**config.mk**
```make
export PLATFORM = sky130hd
export DESIGN_NAME = mem_access_unit
export DESIGN_NICKNAME = d
export VERILOG_FILES = /design/src/rtl/mips150_mem_pkg.sv /design/src/rtl/load_extract.sv /design/src/rtl/mem_access_unit.sv
export SDC_FILE = /design/constraint.sdc
export NUM_CORES = 1
export LEC_CHECK = 0
export ABC_AREA = 0
export BUFFER_PORTS_ARGS = -buffer_cell sky130_fd_sc_hd__clkbuf_2
export CORE_MARGIN = 5
export CORE_UTILIZATION = 38
export DETAILED_ROUTE_END_ITERATION = 7
export MAX_ROUTING_LAYER = met4
export PLACE_DENSITY = 0.78
export SLEW_MARGIN = 20
export SYNTH_ARGS = -nofsm -noshare
export SYNTH_HDL_FRONTEND = slang
export SYNTH_SLANG_ARGS = --single-unit
```
**constraint.sdc**
```tcl
create_clock -name clk -period 1.7 [get_ports clk]
set_input_delay 0.085 -clock clk [delete_from_list [all_inputs] [get_ports clk]]
set_output_delay 0.085 -clock clk [all_outputs]
set_load 0.02 [all_outputs]
```
**src/rtl/mips150_mem_pkg.sv**
```systemverilog
// Shared encodings for the MIPS150 memory stage: load mask codes,
// store-width codes and the load/store unit FSM state type.
package mips150_mem_pkg;

    // Load mask codes produced by the control decoder
    localparam logic [2:0] MASK_LB  = 3'b000;
    localparam logic [2:0] MASK_LH  = 3'b001;
    localparam logic [2:0] MASK_LW  = 3'b010;
    localparam logic [2:0] MASK_LBU = 3'b011;
    localparam logic [2:0] MASK_LHU = 3'b100;

    // Store width codes produced by the control decoder
    localparam logic [1:0] MW_NONE = 2'b00;
    localparam logic [1:0] MW_SB   = 2'b01;
    localparam logic [1:0] MW_SH   = 2'b10;
    localparam logic [1:0] MW_SW   = 2'b11;

    // Load/store unit FSM: idle, or waiting for read data from memory
    typedef enum logic {
        ST_IDLE      = 1'b0,
        ST_LOAD_WAIT = 1'b1
    } state_t;

endpackage

```
**src/rtl/load_extract.sv**
```systemverilog
// Combinational load-data aligner: picks the addressed byte/half out of a
// big-endian memory word and sign- or zero-extends it. Also used by the
// writeback bypass, so it carries no state.
module load_extract
    import mips150_mem_pkg::*;
(
    input  logic [31:0] dout,
    input  logic [2:0]  mask,
    input  logic [1:0]  offset,
    output logic [31:0] result
);

    logic [7:0]  byte_sel;
    logic [15:0] half_sel;

    // Lane selection: offset 0 is the most significant byte
    always_comb begin
        byte_sel = 8'h00;
        case (offset)
            2'd0: byte_sel = dout[31:24];
            2'd1: byte_sel = dout[23:16];
            2'd2: byte_sel = dout[15:8];
            2'd3: byte_sel = dout[7:0];
            default: byte_sel = 8'h00;
        endcase
        half_sel = offset[1] ? dout[15:0] : dout[31:16];
    end

    // Extension according to the load mask; unknown masks yield zero
    always_comb begin
        result = 32'h0;
        case (mask)
            MASK_LB:  result = {{24{byte_sel[7]}}, byte_sel};
            MASK_LH:  result = {{16{half_sel[15]}}, half_sel};
            MASK_LW:  result = dout;
            MASK_LBU: result = {24'h0, byte_sel};
            MASK_LHU: result = {16'h0, half_sel};
            default:  result = 32'h0;
        endcase
    end

endmodule

```
**src/rtl/mem_access_unit.sv**
```systemverilog
// Memory-stage load/store unit. Drives the data memory directly from the
// X-stage request, waits for read data on loads, returns the aligned load
// result and traps misaligned accesses with a sticky flag.
//
// Handshake: a request issues when x_valid=1 and stall=0. A load issued in
// cycle N completes in the first LOAD_WAIT cycle with dmem_ready=1, where
// m_load_valid pulses for exactly that cycle; stall is high in every
// LOAD_WAIT cycle without dmem_ready, and no new request issues while it is.
module mem_access_unit
    import mips150_mem_pkg::*;
#(
    parameter int DMEM_AW = 12
) (
    input  logic               clk,
    input  logic               rst_n,
    input  logic               x_valid,
    input  logic               x_mem_read,
    input  logic [1:0]         x_mem_write,
    input  logic [2:0]         x_mask,
    input  logic [31:0]        x_addr,
    input  logic [31:0]        x_store_data,
    output logic               dmem_en,
    output logic [3:0]         dmem_we,
    output logic [DMEM_AW-1:0] dmem_addr,
    output logic [31:0]        dmem_din,
    input  logic [31:0]        dmem_dout,
    input  logic               dmem_ready,
    output logic [31:0]        m_load_data,
    output logic               m_load_valid,
    output logic               stall,
    output logic               misalign_err,
    output logic [31:0]        misalign_addr,
    output state_t             dbg_state
);

    state_t      state, next_state;
    logic [2:0]  lat_mask;
    logic [1:0]  lat_off;

    logic        is_store, is_load, misaligned;
    logic [3:0]  store_we;
    logic        issue, access_ok, misalign_hit, load_issue, load_done;
    logic [31:0] extracted;

    assign dbg_state = state;
    assign dmem_addr = x_addr[DMEM_AW+1:2];

    // Decode the X request: store priority, lane enables, replicated data, alignment
    always_comb begin
        is_store   = (x_mem_write != MW_NONE);
        is_load    = !is_store && x_mem_read;
        store_we   = 4'b0000;
        dmem_din   = x_store_data;
        misaligned = 1'b0;
        case (x_mem_write)
            MW_SB: begin
                store_we = 4'b1000 >> x_addr[1:0];
                dmem_din = {4{x_store_data[7:0]}};
            end
            MW_SH: begin
                store_we   = x_addr[1] ? 4'b0011 : 4'b1100;
                dmem_din   = {2{x_store_data[15:0]}};
                misaligned = x_addr[0];
            end
            MW_SW: begin
                store_we   = 4'b1111;
                misaligned = (x_addr[1:0] != 2'b00);
            end
            default: begin
                // Loads: halfword and word masks carry alignment constraints
                if (x_mask == MASK_LH || x_mask == MASK_LHU)
                    misaligned = x_addr[0];
                else if (x_mask == MASK_LW)
                    misaligned = (x_addr[1:0] != 2'b00);
            end
        endcase
    end

    load_extract u_extract (
        .dout   (dmem_dout),
        .mask   (lat_mask),
        .offset (lat_off),
        .result (extracted)
    );

    // FSM next state and handshake outputs; everything is held low in reset
    always_comb begin
        next_state   = state;
        load_done    = rst_n && (state == ST_LOAD_WAIT) && dmem_ready;
        stall        = rst_n && (state == ST_LOAD_WAIT) && !dmem_ready;
        issue        = rst_n && x_valid && !stall;
        access_ok    = issue && (is_store || is_load) && !misaligned;
        misalign_hit = issue && (is_store || is_load) && misaligned;
        load_issue   = access_ok && is_load;
        dmem_en      = access_ok;
        dmem_we      = (access_ok && is_store) ? store_we : 4'b0000;
        m_load_valid = load_done;
        m_load_data  = load_done ? extracted : 32'h0;
        case (state)
            ST_IDLE: begin
                if (load_issue)
                    next_state = ST_LOAD_WAIT;
            end
            ST_LOAD_WAIT: begin
                if (load_done)
                    next_state = load_issue ? ST_LOAD_WAIT : ST_IDLE;
            end
            default: next_state = ST_IDLE;
        endcase
    end

    // State register, load context latch and sticky misalignment capture
    always_ff @(posedge clk) begin
        if (!rst_n) begin
            state         <= ST_IDLE;
            lat_mask      <= 3'b000;
            lat_off       <= 2'b00;
            misalign_err  <= 1'b0;
            misalign_addr <= 32'h0;
        end else begin
            state <= next_state;
            if (load_issue) begin
                lat_mask <= x_mask;
                lat_off  <= x_addr[1:0];
            end
            if (misalign_hit) begin
                misalign_err <= 1'b1;
                if (!misalign_err)
                    misalign_addr <= x_addr;
            end
        end
    end

endmodule
```
==> results by group <==
Status
  • Outcome: finished, violations left
  • Failing checks: negative setup slack

Power and ir drop
  • Leak Pwr: 2.63 nW
  • Pwr Density: 540 nW/um^2
  • Peak supply drop: 0.440 mV
  • Power consumption: 0.00272 W

Critical path
  • Worst path cell trace: mux4_2 -> and3b_2 -> a31oi_4 -> buf_12 -> a21oi_1 -> buf_2
  • Worst Setup Start Kind: flop
  • Crit Path Category: flop to primary output
  • CP Capture Type: primary output
  • Critical Path AT: 2.03 ns
  • Peak fanout along the critical path: 16
  • Buffers and inverters on the worst path: 2
  • Crit path max-delay cell type: mux4_2
  • Data required, critical path: 1.62 ns
  • Largest delay share family, worst path: multiplexers
  • Max stage delay on crit path: 0.51 ns

Floorplan
  • Starting Density: 38.5%
  • Die Area: 10,100 um^2
  • # IOs: 223
  • Row Count: 33
  • Chip height: 101 um
  • Die width: 101 um
  • Core outline area: 8090 um^2

Detailed routing
  • Pre-antenna DRT Iters: 4
  • DR vias: 3,888
  • Detailed Route Iter0 Violations: 122
  • Vias/cell: 5.27
  • Antenna-violating nets left: 0
  • DRT Wirelength: 11,900 um
  • Remaining DRCs: 0
  • Routed WL per cell: 16.1 um

Clocking
  • CTS clock-pin slew for the worst setup and hold paths: 0.08 ns
  • CTS root buf: clkbuf_8
  • Clock buffer depth: 2
  • CTS Buf Count: 5
  • Hold_buf cts: 0
  • Clock net sink count: 39
  • Skew-Pair Late Insertion Delay: 0.29 ns
  • H-tree levels: 2
  • TritonCTS clock tree: yes

Logic synthesis
  • Count of cell types in the netlist: 48
  • Syn Inst Count: 413
  • Ys async rst share: 0%
  • Sequential area share after synthesis: 25.1%
  • Post-synth EDFFs: 0
  • Avg Inst Size Synth: 7.54 um^2
  • Synthesis-stage register bit count: 39
  • Post-synth net total: 524
  • Top FF cell, synth: dfxtp_1
  • Yosys warnings: 0
  • Post-synthesis cell area: 3110 um^2

GRT
  • Initial antenna violation count: 0
  • Vias in the first global route: 3,794
  • First-pass GRT wire length: 17,800 um
  • Pin count of the biggest net entering global routing: 72
  • Met1 global-route usage: 24.5%
  • GRT busiest layer: met2
  • M2 GR Usage: 40.0%
  • Total GRT Usage: 22.0%
  • Grt met3 use: 3.39%
  • GRT overflow: 0

Placed design
  • Hpwl dp: 8850 um
  • IO Port Bufs: 222
  • Gp weighted congestion: 0.891

STA
  • Relative slew slack: 58.3%
  • Final worst setup slack: -0.417 ns
  • Max Slew Vio Count: 0
  • Max frequency: 472 MHz
  • Setup violators final: 38
  • Final critical-path share of the clock period: 125%
  • Min Clock Period, post-route: 2.12 ns
  • Slew @ Worst Pin: 0.626 ns
  • Skew final: 0.00831 ns
  • RSZ-0062 raised after global routing: yes
  • Fin. Hold Viols: 0

Layout
  • Commonest non-fill, non-tap cells in the layout: clkbuf_2 (197), nand2_1 (106), mux2i_1 (51), dfxtp_1 (34), buf_4 (32)
  • ANT cells: 0
  • Layout cell share with drive strength beyond 1: 51.0%
  • Most common cell after layout, fill and taps aside: clkbuf_2
  • Synthesis-to-layout area growth: 61.5%
  • Layout Utilization: 62.1%
  • Final net count: 743

Hold path
  • Worst hold path type: primary input to flop

Flow run
  • Max-Cap Viols: 0
## flip-flops by register name, summed over array words and instances, names as in the netlist
signal         flops
lat_off            2
misalign_addr     32
dbg_state          1
misalign_err       1
lat_mask           3
## tightest hold or removal path, delay by kind of cell
family | cells | cell delay, ns
buf+inv | 1 | 0.08
simple gates | 1 | 0.04
mux | 1 | 0.05
## metal layers
| layer | wire [um] | up-vias |
|---|---|---|
| met5 | 0 | - |
| met4 | 316 | 0 |
| met3 | 734 | 36 |
| met2 | 6400 | 177 |
| met1 | 4420 | 1823 |
| li1 | - | 1852 |
## per-stage QoR
step	instances	instance area [um^2]	hold slack, ns	setup TNS (ns)	setup WS, ns
2_1_floorplan	413	3280	0.196	-0.391	-0.0685
3_3_place_gp	721	4460	0.311	-2.07	-0.0867
3_5_place_dp	721	4460	0.317	-4.50	-0.166
4_1_cts	737	4900	0.00309	-10.61	-0.403
5_1_grt	738	5030	0.00844	-13.03	-0.453
6_report	738	5030	0.0123	-10.27	-0.417
## worst paths after layout
check / startpoint / end / slack [ns] / cells after the start
worst max-delay path: lat_off[1] / m_load_data[31] / -0.42 / 6
worst min-delay path: x_addr[26] / misalign_addr[26] / 0.01 / 3
worst max register to register: dbg_state / misalign_addr[2] / -0.01 / 6
worst min register to register: misalign_addr[18] / misalign_addr[18] / 0.46 / 2
## cells by family after synthesis
family | count (synthesis) | synth area share, %
multiplexers | 53 | 17.5
flip-flops | 39 | 25.1
AO/OA/AOI/OAI | 104 | 23.3
AND/OR/NAND/NOR | 142 | 19.0
XOR/XNOR | 2 | 0.563
buffers and inverters | 68 | 12.6
adder cells (fa/ha/maj) | 5 | 2.01
## area by class of cell
type / instances / area (um^2)
Inverter: 16 / 60.1
Clock buffer: 6 / 82.6
Timing Repair Buffer: 264 / 1720
Fill cell: 720 / 3070
Clock inverter: 2 / 35.0
Sequential cell: 39 / 795
Tap cell: 105 / 131
Multi-Input combinational cell: 306 / 2200
## report_power, final
part	switching (W)	internal [W]	leakage, nW
Sequential	0.0000155	0.000936	0.319
Combinational	0.000562	0.000403	2.25
Clock	0.000324	0.000475	0.0612
## timing repair
item                                    4_1_cts  5_1_grt
setup buffers                                 6        1
endpoints found under the setup margin       36       85
resized for setup                            54       42
pin swaps                                    23        6
gates cloned                                  2        0
## synth_stat cells (4+ instances only)
library cell / instances / area, um^2
buf_4: 20 / 150
ha_1: 5 / 62.6
nand2_1: 107 / 402
clkbuf_1: 22 / 82.6
o2bb2ai_1: 7 / 61.3
nor2b_1: 5 / 31.3
o21a_1: 11 / 82.6
inv_1: 15 / 56.3
nand2b_1: 4 / 25.0
buf_2: 4 / 20.0
o22ai_1: 8 / 50.1
dfxtp_1: 39 / 781
a22oi_1: 8 / 60.1
mux2i_1: 51 / 510
nor2_1: 15 / 56.3
o22a_1: 7 / 61.3
a22o_1: 8 / 70.1
a21oi_1: 37 / 185
Note: power is estimated with default switching activity, not from simulation.
